$ cat config.mk
export PLATFORM = sky130hd
export DESIGN_NAME = signal_sync_multi
export DESIGN_NICKNAME = d
export VERILOG_FILES = /design/src/rtl/signal_sync_pkg.sv /design/src/rtl/signal_sync_ch.sv /design/src/rtl/signal_sync_multi.sv
export SDC_FILE = /design/constraint.sdc
export NUM_CORES = 1
export LEC_CHECK = 0
export CORE_UTILIZATION = 52
export DETAILED_ROUTE_END_ITERATION = 8
export PLACE_DENSITY = 0.78
export SLEW_MARGIN = 20
export SYNTH_ARGS = -nofsm -noshare
export SYNTH_HDL_FRONTEND = slang
export SYNTH_SLANG_ARGS = --single-unit
export TNS_END_PERCENT = 100
$ cat constraint.sdc
create_clock -name clk_i -period 3.1 [get_ports clk_i]
set_input_delay 0.62 -clock clk_i [delete_from_list [all_inputs] [get_ports clk_i]]
set_output_delay 0.62 -clock clk_i [all_outputs]
set_load 0.01 [all_outputs]
$ cat src/rtl/signal_sync_pkg.sv
// Shared constants and helpers for clock-domain-crossing blocks.
package signal_sync_pkg;

  localparam int unsigned SYNC_STAGES_DEF   = 2;
  localparam int unsigned FILTER_CYCLES_DEF = 4;

  // Number of bits needed to hold values 0..value-1.
  function automatic int unsigned clog2(input int unsigned value);
    int unsigned result;
    result = 0;
    for (int unsigned i = 0; i < 32; i++) begin
      if ((64'd1 << i) < 64'(value)) result = i + 1;
    end
    return result;
  endfunction

endpackage

$ cat src/rtl/signal_sync_ch.sv
// One synchroniser channel: flop chain, glitch filter, edge pulses and sticky flag.
module signal_sync_ch
  import signal_sync_pkg::*;
#(
  parameter int unsigned SYNC_STAGES   = SYNC_STAGES_DEF,
  parameter int unsigned FILTER_CYCLES = FILTER_CYCLES_DEF
) (
  input  logic clk,
  input  logic rst_n,
  input  logic async_in,
  input  logic ack,
  output logic level,
  output logic stable,
  output logic pulse,
  output logic rise,
  output logic fall,
  output logic flag
);

  localparam int unsigned CW = clog2(FILTER_CYCLES + 1);
  localparam logic [CW-1:0] CNT_LAST = CW'(FILTER_CYCLES - 1);

  logic [SYNC_STAGES-1:0] chain;
  logic [CW-1:0]          cnt;
  logic                   sync_s;
  logic                   accept;

  assign sync_s = chain[SYNC_STAGES-1];

  // Metastability chain into the clk domain.
  always_ff @(posedge clk) begin
    if (!rst_n) chain <= '0;
    else        chain <= {chain[SYNC_STAGES-2:0], async_in};
  end

  // A new level is accepted on the cycle its stability count completes.
  always_comb begin
    accept = 1'b0;
    if ((sync_s != level) && (cnt == CNT_LAST)) accept = 1'b1;
  end

  // Filter counter, accepted level and registered edge pulses.
  always_ff @(posedge clk) begin
    if (!rst_n) begin
      level <= 1'b0;
      cnt   <= '0;
      pulse <= 1'b0;
      rise  <= 1'b0;
      fall  <= 1'b0;
    end else begin
      pulse <= 1'b0;
      rise  <= 1'b0;
      fall  <= 1'b0;
      if (sync_s == level) begin
        cnt <= '0;
      end else if (accept) begin
        level <= sync_s;
        cnt   <= '0;
        pulse <= 1'b1;
        rise  <= sync_s;
        fall  <= ~sync_s;
      end else begin
        cnt <= cnt + CW'(1);
      end
    end
  end

  // Sticky edge flag; a new edge wins over a simultaneous acknowledge.
  always_ff @(posedge clk) begin
    if (!rst_n)      flag <= 1'b0;
    else if (accept) flag <= 1'b1;
    else if (ack)    flag <= 1'b0;
  end

  assign stable = (sync_s == level);

endmodule

$ cat src/rtl/signal_sync_multi.sv
// Multi-channel synchroniser with glitch filtering and edge reporting.
module signal_sync_multi
  import signal_sync_pkg::*;
#(
  parameter int unsigned CHANNELS      = 4,
  parameter int unsigned SYNC_STAGES   = SYNC_STAGES_DEF,
  parameter int unsigned FILTER_CYCLES = FILTER_CYCLES_DEF
) (
  input  logic                clk_i,
  input  logic                rst_ni,
  input  logic [CHANNELS-1:0] signal_i,
  output logic [CHANNELS-1:0] signal_o,
  output logic [CHANNELS-1:0] valid_o,
  output logic [CHANNELS-1:0] edge_o,
  output logic [CHANNELS-1:0] posedge_o,
  output logic [CHANNELS-1:0] negedge_o,
  output logic [CHANNELS-1:0] flag_o,
  input  logic [CHANNELS-1:0] ack_i,
  output logic                any_edge_o
);

  for (genvar c = 0; c < CHANNELS; c++) begin : g_ch
    signal_sync_ch #(
      .SYNC_STAGES  (SYNC_STAGES),
      .FILTER_CYCLES(FILTER_CYCLES)
    ) u_ch (
      .clk     (clk_i),
      .rst_n   (rst_ni),
      .async_in(signal_i[c]),
      .ack     (ack_i[c]),
      .level   (signal_o[c]),
      .stable  (valid_o[c]),
      .pulse   (edge_o[c]),
      .rise    (posedge_o[c]),
      .fall    (negedge_o[c]),
      .flag    (flag_o[c])
    );
  end

  // Summary of all channel pulses.
  always_comb begin
    any_edge_o = |edge_o;
  end

endmodule

==> results.yml <==
outcome:
  outcome: "finished, violations left"
  violations: "DRC"
route:
  ant_nets: 0
  drc_errors: 8
  viasPerCell: 4.84
  routed_wl_mm: 2.07
  dr.pass1.iters: 6
  wl_per_cell_um: 11.1
  drtIter0Drc: 15
  vias: 901
clocking:
  cts_hold_buf: 0
  post_cts_buffers: 0
  cts_buffers: 5
  clock_sinks: 40
  ctsLongestPathBuffers: 2
  ctsRootBufferMaster: "clkbuf_4"
  clk-insertion-delay-late_ns: 0.33
  path_clk_slew_ns: 0.11
  cts_tree: "yes"
  ctsResizeCount: 0
  cts.htree.levels: 2
synth:
  mappedNetlistNets: 157
  synth_area_mm2: 0.00156
  yosys_most_used_dff: "dfxtp_1"
  syn_inst: 139
  yosysWarnings: 0
  postSynthAreaPerCell_um2: 11.2
  synthDistinctLibCells: 18
  yosysSeqAreaShare_pct: 51.5
  synth-async-reset-ratio_pct: 0
  synth_edf_count: 0
  ys_ff_latch: 40
placement:
  placed_cell_area_mm2: 0.00174
  globalplace.congestion: 0.719
  portBuffers: 34
  post-dp-hpwl_mm: 1.57
timing:
  fin_skew_ns: 0.00382
  fmax_ghz: 0.441
  fin_crit_sh_pct: 73.1
  rsz0062_at_grt: "no"
  setup_tns_ns: 0
  drv_slew: 0
  tightest_slew_ns: 0.671
  min_period_ns: 2.27
  hold_viol_final: 0
  relSlewSlack_pct: 55.2
  setup_viol: 0
grt:
  met1_usage_pct: 15.7
  grt.total_usage_pct: 15.6
  grt_pass1_vias: 910
  grtUsageMet2_pct: 27.4
  busiest_layer: "met2"
  use_met3_pct: 7.60
  grt_start_max_net_pins: 25
  grt_pass1_wl_mm: 3.75
  antenna_found_initial: 0
  gr-total-overflow: 0
die:
  initial_utilization_pct: 55.4
  dieArea_mm2: 0.00321
  rows: 19
  ios: 35
  dieWidth_um: 56.7
  die_y_um: 56.7
  fp.coreArea_mm2: 0.00281
final_layout:
  final_area_mm2: 0.00182
  drive_gt1_share_pct: 9.68
  final_cell_mix: "dfxtp_1, clkdlybuf4s50_1"
  area_growth_pct: 17.0
  finalNetCount: 172
  n_fill_cell: 242
  layout_commonest_cell: "dfxtp_1"
  diodes: 0
worst_hold_path:
  min_from: "g_ch[0].u_ch.cnt[0]$_SDFF_PP0_"
  hold_class: "register to register"
  hold_depth: 1
setup_path:
  critPathRequiredTime_ns: 2.48
  cp-end-kind: "output pin"
  worstSetupStartpointType: "register"
  critical_path.max_stage_delay_ns: 0.49
  worstPathMaxFanout: 2
  reg2reg_from: "g_ch[3].u_ch.cnt[0]$_SDFF_PP0_"
  path_cells: "or4_1 -> clkdlybuf4s50_1"
  critPathBufInv: 1
  crit_slowest_cell: "or4_1"
  cp_top_family: "simple AND/OR/NAND/NOR gates"
  critPathKind: "register to output pin"
  cp.arrival_ns: 1.65
  cp-startpoint: "g_ch[0].u_ch.pulse$_SDFF_PP0_"
  cp.depth: 2
  reg2regPathDepth: 4
pwr:
  power.density_mw_per_mm2: 487
  worst_ir_drop_vdd_v: 0.000294
  leakage_nw: 0.657
run:
  cap_violations: 0
## cell usage after synthesis, types with 4 or more instances
cell type   n  share of area (%)
nor3b_1     8                3.9
ha_1        8                6.4
o21ai_0     4                1.3
and2_1      8                3.2
dfxtp_1    40                 51
nor2b_1     4                1.6
mux2i_1     4                2.6
xnor2_2     4                4.2
nand3b_1    4                1.9
nor3_1      8                2.6
nor2_1      4               0.97
nand2_1     4               0.97
buf_4      25                 12
or2b_1      4                1.9
inv_1       4               0.97
nor3b_2     4                3.2
## cells by family (layout without fill, tap and decap cells)
logic type	count (synthesis)	in the layout	share of synthesized area, %
xor gates and xnor gates	4	4	4.18
muxes	4	4	2.57
AOI/OAI and AO/OA	4	4	1.29
DFF	40	40	51.5
adders and majority gates	8	8	6.44
buffers and inverters	30	46	13.3
and+or+nand+nor	49	49	20.8
## through the flow
| stage | power, mW | util, % | hold slack [ns] | std cells | worst slack, ns |
|---|---|---|---|---|---|
| after global placement | 0.572 | 62.1 | 0.416 | 178 | 1.04 |
| after global routing | 0.928 | 64.9 | 0.462 | 186 | 0.735 |
| after CTS | 0.900 | 64.9 | 0.441 | 186 | 0.798 |
| final | 0.885 | 64.9 | 0.433 | 186 | 0.833 |
| after detailed placement | 0.573 | 62.1 | 0.424 | 178 | 0.987 |
| after floorplan | 0.558 | - | 0.408 | 139 | 1.63 |
## area by class of cell
cell class                 instances  area, um2  area share, %
clock buffer                       6       41.3           2.27
clock inverter                     2       35.0           1.93
inverter                           4       15.0          0.825
multi-input combinational         69        548           30.1
sequential                        40        801           44.0
tap                               31       38.8           2.13
timing repair buffer              34        340           18.7
## registers in the layout, indices dropped and copies added (netlist names)
register / flops
g_ch.u_ch.cnt: 12
g_ch.u_ch.chain: 8
g_ch.u_ch.fall: 4
g_ch.u_ch.flag: 4
g_ch.u_ch.level: 4
g_ch.u_ch.pulse: 4
g_ch.u_ch.rise: 4
## metal layers
metal | wire length (um) | vias up
met3 | 152 | 4
li1 | - | 469
met5 | 0 | -
met4 | 34 | 0
met1 | 864 | 401
met2 | 1020 | 27
## power breakdown
group | internal, mW | switching, mW
clock network | 0.169 | 0.156
logic | 0.0230 | 0.0135
registers | 0.520 | 0.00414
## final timing paths
| check | end | slack (ns) |
|---|---|---|
| min | g_ch[0].u_ch.cnt[0]$_SDFF_PP0_ | 0.43 |
| max reg2reg | g_ch[3].u_ch.cnt[1]$_SDFF_PP0_ | 1.85 |
| max | any_edge_o | 0.83 |
| min reg2reg | g_ch[0].u_ch.cnt[0]$_SDFF_PP0_ | 0.43 |
(Power assumes the default switching activity.)
